**src/rtl/mult_n_1_arb_if.sv**
```systemverilog
// Handshake bundle for mult_n_1_arb: N flattened producer channels in, one registered word out.
// The slave modport is the arbiter side; the master modport is the producer/consumer side.
interface mult_n_1_arb_if #(
    parameter int unsigned  WIDTH = 16,
    parameter int unsigned  N     = 4,
    localparam int unsigned SELW  = $clog2(N)
);
    logic [N*WIDTH-1:0] in_data;
    logic [N-1:0]       in_valid;
    logic [N-1:0]       in_ready;
    logic [WIDTH-1:0]   out_data;
    logic [SELW-1:0]    out_src;
    logic               out_valid;
    logic               out_ready;

    modport master (
        output in_data,
        output in_valid,
        output out_ready,
        input  in_ready,
        input  out_data,
        input  out_src,
        input  out_valid
    );

    modport slave (
        input  in_data,
        input  in_valid,
        input  out_ready,
        output in_ready,
        output out_data,
        output out_src,
        output out_valid
    );
endinterface

```
**src/rtl/mult_n_1_arb.sv**
```systemverilog
// Registered N:1 selector with valid/ready handshakes, fixed-select or round-robin per cycle.
// Define MULT_N_1_ARB_CNT_EN to add xfer_cnt_o, a saturating count of output transfers.
module mult_n_1_arb #(
    parameter int unsigned  WIDTH = 16,
    parameter int unsigned  N     = 4,
    localparam int unsigned SELW  = $clog2(N)
) (
    input  logic            clk_i,
    input  logic            rst_i,
    input  logic            mode_i,
    input  logic [SELW-1:0] sel_i,
    mult_n_1_arb_if.slave   bus
`ifdef MULT_N_1_ARB_CNT_EN
    ,
    output logic [15:0]     xfer_cnt_o
`endif
);
    logic [WIDTH-1:0] out_data_q, out_data_d;
    logic [SELW-1:0]  out_src_q, out_src_d;
    logic             out_valid_q, out_valid_d;
    logic [SELW-1:0]  ptr_q, ptr_d;

    logic             can_accept, in_xfer, out_xfer;
    logic             grant_vld, rr_found;
    logic [SELW-1:0]  grant_idx, rr_idx, rr_cand;
    logic [N-1:0]     in_ready;
    logic [WIDTH-1:0] grant_data;
    int unsigned      cand;

    assign can_accept = !out_valid_q || bus.out_ready;
    assign out_xfer   = out_valid_q && bus.out_ready;

    // First valid channel at or after ptr_q, wrapping past N-1 back to 0.
    always_comb begin
        rr_found = 1'b0;
        rr_idx   = '0;
        rr_cand  = '0;
        cand     = 0;
        for (int unsigned k = 0; k < N; k++) begin
            cand = 32'(ptr_q) + k;
            if (cand >= N) cand = cand - N;
            rr_cand = SELW'(cand);
            if (!rr_found && bus.in_valid[rr_cand]) begin
                rr_found = 1'b1;
                rr_idx   = rr_cand;
            end
        end
    end

    always_comb begin
        if (mode_i) begin
            grant_vld = rr_found;
            grant_idx = rr_idx;
        end else begin
            grant_vld = (32'(sel_i) < N);
            grant_idx = sel_i;
        end
    end

    // Fixed mode raises ready on the selected channel regardless of its valid.
    always_comb begin
        in_ready   = '0;
        grant_data = '0;
        for (int unsigned i = 0; i < N; i++) begin
            if (32'(grant_idx) == i) begin
                grant_data  = bus.in_data[i*WIDTH +: WIDTH];
                in_ready[i] = !rst_i && can_accept && grant_vld && (!mode_i || bus.in_valid[i]);
            end
        end
    end

    assign in_xfer = |(in_ready & bus.in_valid);

    always_comb begin
        out_data_d  = out_data_q;
        out_src_d   = out_src_q;
        out_valid_d = out_valid_q;
        ptr_d       = ptr_q;
        if (in_xfer) begin
            out_data_d  = grant_data;
            out_src_d   = grant_idx;
            out_valid_d = 1'b1;
            if (mode_i) begin
                ptr_d = (32'(grant_idx) == N - 1) ? '0 : grant_idx + 1'b1;
            end
        end else if (out_xfer) begin
            out_valid_d = 1'b0;
        end
    end

    always_ff @(posedge clk_i) begin
        if (rst_i) begin
            out_data_q  <= '0;
            out_src_q   <= '0;
            out_valid_q <= 1'b0;
            ptr_q       <= '0;
        end else begin
            out_data_q  <= out_data_d;
            out_src_q   <= out_src_d;
            out_valid_q <= out_valid_d;
            ptr_q       <= ptr_d;
        end
    end

    assign bus.in_ready  = in_ready;
    assign bus.out_data  = out_data_q;
    assign bus.out_src   = out_src_q;
    assign bus.out_valid = out_valid_q;

`ifdef MULT_N_1_ARB_CNT_EN
    logic [15:0] cnt_q, cnt_d;

    always_comb begin
        cnt_d = cnt_q;
        if (out_xfer && cnt_q != 16'hFFFF) cnt_d = cnt_q + 16'd1;
    end

    always_ff @(posedge clk_i) begin
        if (rst_i) cnt_q <= '0;
        else       cnt_q <= cnt_d;
    end

    assign xfer_cnt_o = cnt_q;
`endif
endmodule

```
**src/flat_wrapper.sv**
```systemverilog
// flat-port wrapper written by rule: the top's interface ports become plain ports
module mult_n_1_arb_flat 
#(
    parameter int unsigned  WIDTH = 16,
    parameter int unsigned  N     = 4,
    localparam int unsigned SELW  = $clog2(N)
)
  (clk_i, rst_i, mode_i, sel_i, bus_in_data, bus_in_valid, bus_out_ready, bus_in_ready, bus_out_data, bus_out_src, bus_out_valid);
  mult_n_1_arb_if #(.WIDTH(WIDTH), .N(N)) bus_i ();
  input  logic clk_i;
  input  logic rst_i;
  input  logic mode_i;
  input  logic [SELW-1:0] sel_i;
  input wire logic [$bits(bus_i.in_data)-1:0] bus_in_data;
  input wire logic [$bits(bus_i.in_valid)-1:0] bus_in_valid;
  input wire logic [$bits(bus_i.out_ready)-1:0] bus_out_ready;
  output wire logic [$bits(bus_i.in_ready)-1:0] bus_in_ready;
  output wire logic [$bits(bus_i.out_data)-1:0] bus_out_data;
  output wire logic [$bits(bus_i.out_src)-1:0] bus_out_src;
  output wire logic [$bits(bus_i.out_valid)-1:0] bus_out_valid;
  assign bus_i.in_data = bus_in_data;
  assign bus_i.in_valid = bus_in_valid;
  assign bus_i.out_ready = bus_out_ready;
  assign bus_in_ready = bus_i.in_ready;
  assign bus_out_data = bus_i.out_data;
  assign bus_out_src = bus_i.out_src;
  assign bus_out_valid = bus_i.out_valid;
  mult_n_1_arb #(.WIDTH(WIDTH), .N(N)) u_core (.clk_i(clk_i), .rst_i(rst_i), .mode_i(mode_i), .sel_i(sel_i), .bus(bus_i));
endmodule
```
**config.mk**
```make
export PLATFORM = sky130hd
export DESIGN_NAME = mult_n_1_arb_flat
export DESIGN_NICKNAME = d
export VERILOG_FILES = /design/src/rtl/mult_n_1_arb_if.sv /design/src/rtl/mult_n_1_arb.sv /design/src/flat_wrapper.sv
export SDC_FILE = /design/constraint.sdc
export NUM_CORES = 1
export LEC_CHECK = 0
export ABC_AREA = 1
export CAP_MARGIN = 20
export CORE_MARGIN = 1
export CORE_UTILIZATION = 42
export DETAILED_ROUTE_END_ITERATION = 6
export GPL_TIMING_DRIVEN = 0
export PLACE_DENSITY = 0.9
export SETUP_SLACK_MARGIN = 0.15
export SYNTH_ARGS = -nofsm -noshare
export SYNTH_HDL_FRONTEND = slang
export SYNTH_SLANG_ARGS = --single-unit
```
**constraint.sdc**
```tcl
create_clock -name clk_i -period 7.9 [get_ports clk_i]
set_input_delay 0.79 -clock clk_i [delete_from_list [all_inputs] [get_ports clk_i]]
set_output_delay 0.79 -clock clk_i [all_outputs]
set_load 0.005 [all_outputs]
```
Word level (Yosys, flattened, before mapping)
Cells that the tools add are included.
- bitwise gates (word level): 1
- mux-type cells: 33
- equality and inequality tests: 3
- $add $sub $neg: 8
- reductions and logical operators: 25
- order comparisons: 8
- operators by type and width (operator ; number):
    $mux W16 ; 4
    $mux W2 ; 10
    $mux W1 ; 15
    $lt A2 B3 Y1 const B ; 4
    $logic_and A1 B1 Y1 ; 10
    $ge A3 B3 Y1 const B ; 3
    $bmux W1 S2 ; 4
    $sub A2 B1 Y2 const B ; 4
    $add A2 B2 Y3 const B ; 2
    $logic_not A1 Y1 ; 6
    $logic_or A1 B1 Y1 ; 5
    $and A4 B4 Y4 ; 1
    $eq A2 B2 Y1 const B ; 2
    $reduce_or A4 Y1 ; 1
    $add A2 B1 Y3 const B ; 1
    $ge A2 B3 Y1 const B ; 1
    $add A2 B1 Y2 const B ; 1
    $eq A2 B1 Y1 const B ; 1
    $logic_not A2 Y1 ; 1
    $reduce_and A2 Y1 ; 1
    $reduce_bool A2 Y1 ; 1
- register bits after elaboration: 21
- output and inout bits: 23
- word-level logic and storage cells: 82

Longest topological paths before layout
- depth in word-level cells: 21
- mapped depth: 25
- depth with buffers taken out: 22

Worst setup path before layout
No wires, ideal clock.
- path kind: input -> output
- start point: in bus_in_valid[1]
- end point: out bus_in_ready[1]
- cell stages on the path: 13
- buffers on the path: 2
- data required time: 7.110 ns
- arrival: 2.635 ns
- setup slack: 4.475 ns
- path through: inv_1 nand2_1 and2_1 o21ai_2 nand2_1 nand3_1 a21oi_1 nor2_1 ha_1 buf_2 clkinv_1 clkbuf_1 nor3_1
- elaborated cells between the ends (all ways): 29
- classes of those cells: 1 x eq/ne; 19 x mux; 9 x reduce/logical
- RTL lines (what ; line ; text):
    start, declared ; flat_wrapper.sv:15 ; input wire logic [$bits(bus_i.in_valid)-1:0] bus_in_valid;
    $bmux W1 S2 ; mult_n_1_arb.sv:43 ; if (!rr_found && bus.in_valid[rr_cand]) begin
    $mux W1 (implied by the code) ; mult_n_1_arb.sv:43 ;
    $mux W1 ; mult_n_1_arb.sv:43 ;
    $logic_not A1 Y1 ; mult_n_1_arb.sv:43 ;
    $logic_and A1 B1 Y1 ; mult_n_1_arb.sv:43 ;
    $mux W1 ; mult_n_1_arb.sv:43 ;
    $logic_not A1 Y1 ; mult_n_1_arb.sv:43 ;
    $logic_and A1 B1 Y1 ; mult_n_1_arb.sv:43 ;
    $mux W1 ; mult_n_1_arb.sv:43 ;
    $logic_not A1 Y1 ; mult_n_1_arb.sv:43 ;
    $logic_and A1 B1 Y1 ; mult_n_1_arb.sv:43 ;
    $mux W2 (*) ; mult_n_1_arb.sv:43 ;
    $mux W2 (*) ; mult_n_1_arb.sv:51 ; if (mode_i) begin
    via u_core.grant_idx[0] ; mult_n_1_arb.sv:25 ; logic [SELW-1:0] grant_idx, rr_idx, rr_cand;
    $eq A2 B1 Y1 (*) ; mult_n_1_arb.sv:65 ; if (32'(grant_idx) == i) begin
    $mux W1 (*) ; mult_n_1_arb.sv:65 ;
    end, declared ; flat_wrapper.sv:17 ; output wire logic [$bits(bus_i.in_ready)-1:0] bus_in_ready;
The timed path passes the listed nets; every way through them passes the cells marked *. The select of a mux whose other input is x is not followed.

Worst setup path after layout
- start point: in bus_in_valid[1]
- end point: out bus_in_ready[2]
- elaborated cells between the ends (all ways): 28
- classes of those cells: 1 x eq/ne; 19 x mux; 8 x reduce/logical
- RTL lines (what ; line):
    $bmux W1 S2 ; mult_n_1_arb.sv:43
    $mux W1 (implied by the code) ; mult_n_1_arb.sv:43
    $mux W1 ; mult_n_1_arb.sv:43
    $logic_not A1 Y1 ; mult_n_1_arb.sv:43
    $logic_and A1 B1 Y1 ; mult_n_1_arb.sv:43
    $mux W1 ; mult_n_1_arb.sv:43
    $logic_not A1 Y1 ; mult_n_1_arb.sv:43
    $logic_and A1 B1 Y1 ; mult_n_1_arb.sv:43
    $mux W1 ; mult_n_1_arb.sv:43
    $logic_not A1 Y1 ; mult_n_1_arb.sv:43
    $logic_and A1 B1 Y1 ; mult_n_1_arb.sv:43
    $mux W2 (*) ; mult_n_1_arb.sv:43
    $mux W2 (*) ; mult_n_1_arb.sv:51
    via u_core.grant_idx[1] ; mult_n_1_arb.sv:25
    $eq A2 B2 Y1 (*) ; mult_n_1_arb.sv:65
    $mux W1 (*) ; mult_n_1_arb.sv:65
Marked as above.

==> impl_results.html <==
<table>
<tr><th>Metric</th><th>Value</th></tr>
<tr><th colspan="2">Timing</th></tr>
<tr><td>Worst Hold Margin</td><td>0.4699 ns</td></tr>
<tr><td>Setup total negative slack</td><td>0 ns</td></tr>
<tr><td>Final setup violating endpoints</td><td>0</td></tr>
<tr><td>Post-layout minimum cycle time</td><td>4.944 ns</td></tr>
<tr><td>Number of hold violations in the final report</td><td>0</td></tr>
<tr><td>Max-Slew Margin vs Limit</td><td>0.7052</td></tr>
<tr><td>Achievable clock frequency</td><td>202.3 MHz</td></tr>
<tr><td>Worst Max-Slew Pin Slew</td><td>0.4421 ns</td></tr>
<tr><td>Post-route clock skew</td><td>0.004071 ns</td></tr>
<tr><td>Slew Limit Fails</td><td>0</td></tr>
<tr><td>RSZ-0062 raised after global routing</td><td>false</td></tr>
<tr><td>Worst Slack Setup Final</td><td>2.956 ns</td></tr>
<tr><td>Share of the clock period used by the worst path after layout</td><td>0.6258</td></tr>
<tr><th colspan="2">Route</th></tr>
<tr><td>Number of vias per cell after detailed routing</td><td>4.984</td></tr>
<tr><td>Average wire length per cell after detail routing</td><td>12.78 um</td></tr>
<tr><td>Post-detailed-route DRC marker count</td><td>0</td></tr>
<tr><td>Antenna-violating nets left</td><td>0</td></tr>
<tr><td>Via count of the routed design</td><td>2198</td></tr>
<tr><td>Length of the first detailed-routing pass in iterations</td><td>4</td></tr>
<tr><td>Total routed wirelength</td><td>5635 um</td></tr>
<tr><td>Initial drt markers</td><td>132</td></tr>
<tr><th colspan="2">Synth</th></tr>
<tr><td>Yosys cell types</td><td>27</td></tr>
<tr><td>Post-Synthesis Cells</td><td>292</td></tr>
<tr><td>Cell types with the highest counts after synthesis</td><td>67 x nand2_1, 41 x nor2_1, 35 x o21ai_0</td></tr>
<tr><td>Number of warnings reported in the yosys synthesis log</td><td>0</td></tr>
<tr><td>Adder-cell share of the synthesized area</td><td>0.02882</td></tr>
<tr><td>Area fraction in compound gates after synthesis</td><td>0.2262</td></tr>
<tr><td>Simple-gate share of the synthesized area</td><td>0.3963</td></tr>
<tr><td>Share of synthesized flip-flops with an asynchronous set or reset</td><td>0</td></tr>
<tr><td>Predominant post-synthesis flop cell</td><td>dfxtp_1</td></tr>
<tr><td>Cell taking the most area after synthesis</td><td>dfxtp_1</td></tr>
<tr><td>Leading cell type by number of instances after synthesis</td><td>nand2_1</td></tr>
<tr><td>Synth top area share</td><td>0.2421</td></tr>
<tr><td>Mux share of post-synthesis cell area</td><td>0</td></tr>
<tr><td>Syn_area_per_cell</td><td>5.947 um^2</td></tr>
<tr><td>Combined area of all synthesized cells</td><td>1737 um^2</td></tr>
<tr><td>Parity-gate share of the synthesized area counting xor and xnor cells</td><td>0</td></tr>
<tr><td>Flip-flop and latch count after synthesis</td><td>21</td></tr>
<tr><td>Number of enable-type register cells in the synthesized netlist</td><td>0</td></tr>
<tr><td>Dominant combinational cell family by area after synthesis</td><td>simple AND/OR/NAND/NOR gates</td></tr>
<tr><td>Leading post-synthesis cells by cell area</td><td>dfxtp_1 24%, nand2_1 14%, o21ai_0 10%</td></tr>
<tr><td>Part of the Yosys area used for sequential elements</td><td>0.2421</td></tr>
<tr><td>Synthesized Nets</td><td>370</td></tr>
<tr><th colspan="2">Cells and area</th></tr>
<tr><td>Count of antenna diodes in the layout</td><td>0</td></tr>
<tr><td>Share of final-layout standard cells stronger than drive strength 1</td><td>0.08951</td></tr>
<tr><td>Non-filler instance count after layout</td><td>441</td></tr>
<tr><td>Design area</td><td>2796 um^2</td></tr>
<tr><td>Area of combinational cells with multiple inputs</td><td>1131 um^2</td></tr>
<tr><td>FF/Latch Area</td><td>420.4 um^2</td></tr>
<tr><td>Utilization of the core after routing</td><td>0.7042</td></tr>
<tr><td>Layout filler cell count</td><td>358</td></tr>
<tr><td>Area growth from synthesis to final layout</td><td>61.02%</td></tr>
<tr><td>Fin nets</td><td>470</td></tr>
<tr><th colspan="2">Power and ir drop</th></tr>
<tr><td>P_int</td><td>280.3 uW</td></tr>
<tr><td>Final total power</td><td>464.3 uW</td></tr>
<tr><td>Maximum ir drop on the vdd rail</td><td>0.06945 mV</td></tr>
<tr><td>Total net switching power</td><td>184.0 uW</td></tr>
<tr><td>Power per cell area</td><td>166.0 nW/um^2</td></tr>
<tr><td>Power share of the clock group</td><td>0.147</td></tr>
<tr><td>Switch share</td><td>0.3964</td></tr>
<tr><td>Leakage power of the design</td><td>1.140 nW</td></tr>
<tr><td>Sequential Power Share</td><td>0.283</td></tr>
<tr><td>Comb power frac</td><td>0.571</td></tr>
<tr><th colspan="2">Setup path</th></tr>
<tr><td>Standard cell with the maximum stage delay on the critical path</td><td>clkdlybuf4s50_1</td></tr>
<tr><td>Slowest cell delay on critical path</td><td>0.54 ns</td></tr>
<tr><td>Total stage count of the critical path</td><td>15</td></tr>
<tr><td>Endpoint type of the worst setup path</td><td>output port</td></tr>
<tr><td>Data required time at the worst endpoint</td><td>7.11 ns</td></tr>
<tr><td>R2R Path End</td><td>u_core.bus.out_data[5]$_SDFFE_PP0P_</td></tr>
<tr><td>Crit start category</td><td>input pin</td></tr>
<tr><td>Depth of the worst register-to-register path</td><td>19</td></tr>
<tr><td>Crit Path Class</td><td>in -&gt; out</td></tr>
<tr><td>Data arrival time at the worst-slack endpoint</td><td>4.15 ns</td></tr>
<tr><td>Ordered list of cells on the worst path</td><td>clkdlybuf4s50_1, nand2_1, nand2_1, nand2_1, nand2_2, nand3_1, o21ai_0, nor3_1, o21ai_1, ha_1, clkbuf_1, inv_1, clkbuf_1, nor3_1, clkdlybuf4s50_1</td></tr>
<tr><td>R2R Setup Slk</td><td>4.53 ns</td></tr>
<tr><td>Sum of buffers and inverters on the critical path</td><td>5</td></tr>
<tr><td>Crit path top cell by count</td><td>nand2_1</td></tr>
<tr><td>Max FO, Critical Path</td><td>10</td></tr>
<tr><td>Crit Reg-Reg Startpoint</td><td>u_core.ptr_q[1]$_SDFFE_PP0P_</td></tr>
<tr><td>Kind of cell adding the most delay to the critical path</td><td>buffers and inverters</td></tr>
<tr><th colspan="2">Global routing</th></tr>
<tr><td>Overflow left after global routing</td><td>0</td></tr>
<tr><td>Maximum number of pins on one net before global-route repair</td><td>13</td></tr>
<tr><td>Global Route Usage Sum</td><td>0.2545</td></tr>
<tr><td>Number of global-route vias before repair</td><td>1842</td></tr>
<tr><td>Number of antenna violations at the first check in global routing</td><td>0</td></tr>
<tr><td>First-pass GRT wire length</td><td>8625 um</td></tr>
<tr><th colspan="2">Clock tree</th></tr>
<tr><td>CTS HTree Levels</td><td>1</td></tr>
<tr><td>TritonCTS clock tree</td><td>done</td></tr>
<tr><td>Post-CTS setup-driven buffer insertion count</td><td>0</td></tr>
<tr><td>Clock slew at the register clock pins of the worst setup and hold paths</td><td>0.07 ns</td></tr>
<tr><td>Post-CTS sizing</td><td>0</td></tr>
<tr><td>Number of hold buffers added after CTS</td><td>0</td></tr>
<tr><td>Cell chosen for the clock root</td><td>clkbuf_8</td></tr>
<tr><td>Clk Latency, worst-skew pair</td><td>0.26 ns</td></tr>
<tr><td>Clock buffer depth</td><td>2</td></tr>
<tr><td>Number of buffers inserted during clock tree synthesis</td><td>3</td></tr>
<tr><td>Num Clock Sinks</td><td>21</td></tr>
<tr><th colspan="2">Placed design</th></tr>
<tr><td>GPL Wtd Cong</td><td>0.8895</td></tr>
<tr><td>Worst setup timing slack at the placement stage</td><td>2.981 ns</td></tr>
<tr><td>Count of buffers from port buffering</td><td>95</td></tr>
<tr><td>Post-placement cell count</td><td>437</td></tr>
<tr><td>Dpl cell area</td><td>2750 um^2</td></tr>
<tr><td>DPL Wire Length</td><td>4618 um</td></tr>
<tr><th colspan="2">Hold path</th></tr>
<tr><td>Hold depth</td><td>2</td></tr>
<tr><td>Classification of the worst-slack hold path</td><td>reg -&gt; reg</td></tr>
<tr><td>Min-Delay Startpoint</td><td>u_core.bus.out_data[10]$_SDFFE_PP0P_</td></tr>
<tr><td>Sink of the worst hold path</td><td>u_core.bus.out_data[10]$_SDFFE_PP0P_</td></tr>
<tr><th colspan="2">Floorplanning</th></tr>
<tr><td>X dimension of the die</td><td>66.31 um</td></tr>
<tr><td>Effective utilization at floorplan</td><td>0.4373</td></tr>
<tr><td>Core box area</td><td>3971 um^2</td></tr>
<tr><td>Die Footprint</td><td>4396 um^2</td></tr>
<tr><td>Number of rows created at floorplan</td><td>23</td></tr>
<tr><td>Floorplan die height</td><td>66.31 um</td></tr>
<tr><td>Number of ports placed on the die boundary</td><td>97</td></tr>
<tr><th colspan="2">Status</th></tr>
<tr><td>Status</td><td>completed</td></tr>
<tr><th colspan="2">Run</th></tr>
<tr><td>Max cap viols</td><td>0</td></tr>
</table>
[worst max path at each step]
stage	from	to	slack, ns
2_1_floorplan	bus_in_valid[1]	bus_in_ready[1]	4.47
3_3_place_gp	bus_in_valid[1]	bus_in_ready[2]	3.03
3_5_place_dp	bus_in_valid[1]	bus_in_ready[2]	2.98
4_1_cts	bus_in_valid[1]	bus_in_ready[2]	2.97
5_1_grt	bus_in_valid[3]	bus_in_ready[1]	2.63
6_report	bus_in_valid[1]	bus_in_ready[2]	2.96
[worst reg2reg max path, cell delays in order (launching register included)]
cell	delay, ns
dfxtp_1	0.46
inv_2	0.11
nand2_1	0.09
nand2_2	0.06
nand2_1	0.07
nand2_2	0.09
nor2_4	0.12
nand2_1	0.12
nand3_1	0.09
a21oi_1	0.06
nor2_1	0.35
inv_1	0.12
ha_1	0.22
clkbuf_1	0.18
inv_1	0.23
clkbuf_1	0.34
o21ai_0	0.23
o21ai_0	0.19
o21ai_1	0.10
nor2_1	0.09
[layer usage]
layer,part of all wire,track usage,vias up
met5,0,0,-
met3,0.041,0.02931,6
met1,0.47,0.3614,954
met2,0.48,0.3878,78
met4,0.010,0.09574,0
li1,-,-,1160
[layout make-up]
| class | instances | share of cell area |
|---|---|---|
| clock inverter | 1 | 0.001790 |
| buffer | 18 | 0.03893 |
| inverter | 19 | 0.02729 |
| clock buffer | 3 | 0.01477 |
| multi-input combinational | 234 | 0.4045 |
| sequential | 21 | 0.1503 |
| tap | 50 | 0.02237 |
| timing repair buffer | 95 | 0.3400 |
[cells by family (layout without fill, tap and decap cells)]
group,count (synthesis),in the layout
and+or+nand+nor,156,156
buffers and inverters,37,136
DFF,21,21
AOI/OAI and AO/OA,74,74
adders and majority gates,4,4
[flip-flops by register name (all words and copies together) (netlist names)]
register / count
u_core.bus.out_data: 16
u_core.bus.out_src: 2
u_core.ptr_q: 2
u_core.bus.out_valid: 1
[power by group through the flow]
stage | logic [mW] | clock network [mW] | registers (mW)
finish | 0.265 | 0.0681 | 0.131
global route | 0.297 | 0.0742 | 0.133
detailed placement | 0.261 | 0 | 0.134
floorplan | 0.153 | 0 | 0.134
global placement | 0.255 | 0 | 0.133
CTS | 0.263 | 0.0704 | 0.131
[cells in the final DEF, fill, tap and decap left out, types with 2 or more instances in the layout]
master	instances
a21oi_1	19
buf_2	2
nand2_2	11
nand4_1	4
nor2_1	41
buf_6	5
a21oi_2	5
nor3_1	5
nand3_1	22
clkbuf_8	3
clkbuf_1	9
o21ai_0	35
nor2_2	2
ha_1	4
nand2_1	67
inv_1	16
clkdlybuf4s50_1	95
o21ai_1	14
dfxtp_1	21
No activity file was read; power rests on OpenSTA's default activity.
==> RTL edit, RTL diff (same flow settings) <==
`WIDTH` is set to 16 in 3 places; all go to 24.
--- a/src/rtl/mult_n_1_arb_if.sv
+++ b/src/rtl/mult_n_1_arb_if.sv
@@ -2,5 +2,5 @@
 // The slave modport is the arbiter side; the master modport is the producer/consumer side.
 interface mult_n_1_arb_if #(
-    parameter int unsigned  WIDTH = 16,
+    parameter int unsigned  WIDTH = 24,
     parameter int unsigned  N     = 4,
     localparam int unsigned SELW  = $clog2(N)
--- a/src/rtl/mult_n_1_arb.sv
+++ b/src/rtl/mult_n_1_arb.sv
@@ -2,5 +2,5 @@
 // Define MULT_N_1_ARB_CNT_EN to add xfer_cnt_o, a saturating count of output transfers.
 module mult_n_1_arb #(
-    parameter int unsigned  WIDTH = 16,
+    parameter int unsigned  WIDTH = 24,
     parameter int unsigned  N     = 4,
     localparam int unsigned SELW  = $clog2(N)
--- a/src/flat_wrapper.sv
+++ b/src/flat_wrapper.sv
@@ -2,5 +2,5 @@
 module mult_n_1_arb_flat 
 #(
-    parameter int unsigned  WIDTH = 16,
+    parameter int unsigned  WIDTH = 24,
     parameter int unsigned  N     = 4,
     localparam int unsigned SELW  = $clog2(N)
Interface: changed (resized bus_in_data and bus_out_data); port bits go from 97 to 137. No check against the original RTL was run, so the function may have changed too.
==> RTL edit against the unedited design <==
Cell area is 36% higher; sequential cell count is 8 higher; total power is 43% higher; sequential share of layout area is 0.24 points higher; clock skew is 2.9 ps higher; combinational power is 36% higher; clock power is 81% higher; routed wire length is 43% higher; global-route usage is 3.1 points higher; setup slack worse by 130 ps; sequential power is 39% higher; first-iteration DRC count is 23% higher; highest routed layer unchanged; area after synthesis is 31% higher; worst hold slack worse by 1.7 ps.
==> RTL edit: results (changes against the unedited design) <==
.. list-table::
   :header-rows: 1

   * - Metric
     - Value
   * - Vias per cell
     - 5.059 (+1.5%)
   * - Leakage Power
     - 0.001505 µW (+32%)
   * - Data arrival time of the critical path
     - 4290 ps (+140 ps)
   * - Number of distinct library cells after synthesis
     - 27 (unchanged)
   * - Placed cell areas
     - 3717 µm² (+35%)
   * - Actual transition at the worst max-transition pin
     - 518.1 ps (+75.92 ps)
   * - Master cell of the clock root buffer
     - sky130_fd_sc_hd__clkbuf_8
   * - Total length of routed wires
     - 8057 µm (+43%)
   * - Dominant cells by area after synthesis
     - sky130_fd_sc_hd__dfxtp_1, sky130_fd_sc_hd__nand2_1, sky130_fd_sc_hd__o21ai_0
   * - Number of global-route vias before repair
     - 2733 (+48%)
   * - Port buffer count
     - 135 (+42%)
   * - GR Util All Layers
     - 28.52% (+3.1 points)
   * - Seq/Total Area, Yosys
     - 25.48% (+1.3 points)
   * - Pre-CTS setup slack
     - 2848 ps (-132.5 ps)
   * - Max FO, Critical Path
     - 10 (unchanged)
   * - 1st-iter DRT viols
     - 163 (+23%)
   * - Layout Nets
     - 632 (+34%)
   * - Layout cells sized above 1
     - 7.266% (-1.7 points)
   * - Global placer's final weighted congestion
     - 0.8632 (-3.0%)
   * - Syn Nets
     - 490 (+32%)
   * - Clk slew on worst S/H paths
     - 60 ps
   * - Commonest cells in the netlist
     - sky130_fd_sc_hd__nand2_1, sky130_fd_sc_hd__nor2_1, sky130_fd_sc_hd__o21ai_0
   * - Total number of yosys warnings
     - 0 (unchanged)
   * - Maximum number of pins on one net before global-route repair
     - 11 (-2)
   * - Wire length of the first global-routing pass
     - 12260 µm (+42%)
   * - Worst skew pair latency
     - 290 ps (+30 ps)
   * - Number of gates resized after CTS
     - 0 (unchanged)
   * - Number of antenna violations at the first check in global routing
     - 0 (unchanged)
   * - Worst VDD drop
     - 0.08546 mV (+23%)
   * - Max FFs per register
     - 24 (+8)
   * - Detailed placement HPWL
     - 6312 µm (+37%)
   * - Deepest clock path buffer count
     - 2 (unchanged)
   * - Fraction of synthesis flops using an asynchronous set or reset pin
     - 0% (unchanged)
   * - CTS H-tree lvls
     - 2 (+1)
   * - Outcome
     - finished, final reports clean
   * - Number of detailed-route iterations in the first pass
     - 6 (+2)
   * - Worst clock skew
     - 7.002 ps (+2.931 ps)
   * - Total CTS buffers
     - 5 (+2)
   * - Worst-path cell with the longest stage delay
     - sky130_fd_sc_hd__clkdlybuf4s50_1
RTL edit: cell count changes in the layout (fill, tap and decap cells not counted), moves of 7 or more:
cell                              change
sky130_fd_sc_hd__o21ai_0             +21
sky130_fd_sc_hd__nand2_1             +15
sky130_fd_sc_hd__clkdlybuf4s50_1     +40
sky130_fd_sc_hd__a21oi_1              +7
sky130_fd_sc_hd__nand3_1              +9
sky130_fd_sc_hd__clkbuf_1            +13
sky130_fd_sc_hd__nor2_1              +15
sky130_fd_sc_hd__dfxtp_1              +8
RTL edit: layout make-up:
class	instances	area, µm²
multi-input cells	306	1483
fillers	434	1373
repair buffers	135	1351
flip-flops and latches	29	580.6
plain buffers	26	138.9
well taps	70	87.58
inverters	19	76.32
clock buffers	6	72.57
clock inverters	2	10.01
RTL edit: cells by family after synthesis:
logic type      Yosys count  share of synthesized area [%]
buf+inv                  45                          9.445
flops                    29                          25.48
fa+ha+maj                 4                          2.197
simple gates            197                          38.72
compound gates          105                          24.16
RTL edit: path summary, 6_finish.rpt:
path                            cells after the start  slack [ps]                endpoint                   start
worst max-delay path                               15        2820         bus_in_ready[1]         bus_in_valid[1]
worst max register to register                     21        4410  u_core.bus.out_data[9]         u_core.ptr_q[1]
worst min register to register                      2         470  u_core.bus.out_data[8]  u_core.bus.out_data[8]
worst min-delay path                                2         470  u_core.bus.out_data[8]  u_core.bus.out_data[8]
RTL edit: report_power, final:
group	switching, µW	leakage, µW	internal, µW
sequential	12.6	0.000237	169
combinational	190	0.00122	171
clock	61.7	0.0000450	61.0
total	265	0.00151	401
RTL edit: through the flow:
step	power, µW	instances
floorplan	390.5	380
global placement	533.4	585
detailed placement	542.6	585
CTS	666.3	593
global route	716.7	593
finish	665.9	593
RTL edit: worst max-delay path: cells and delay by family:
family                   cells  cell delay [ps]
adder cells (fa/ha/maj)      1              150
buffers and inverters        7             2160
AND/OR/NAND/NOR              4              620
AO/OA/AOI/OAI                3              550
RTL edit: layer usage:
metal  part of all wire [%]  vias to the layer above  track usage (%)
li1                       -                     1546                -
met1                     40                     1310            33.84
met2                     50                      126            49.70
met3                    7.9                       18            7.804
met4                    2.0                        0            9.465
met5                      0                        -                0
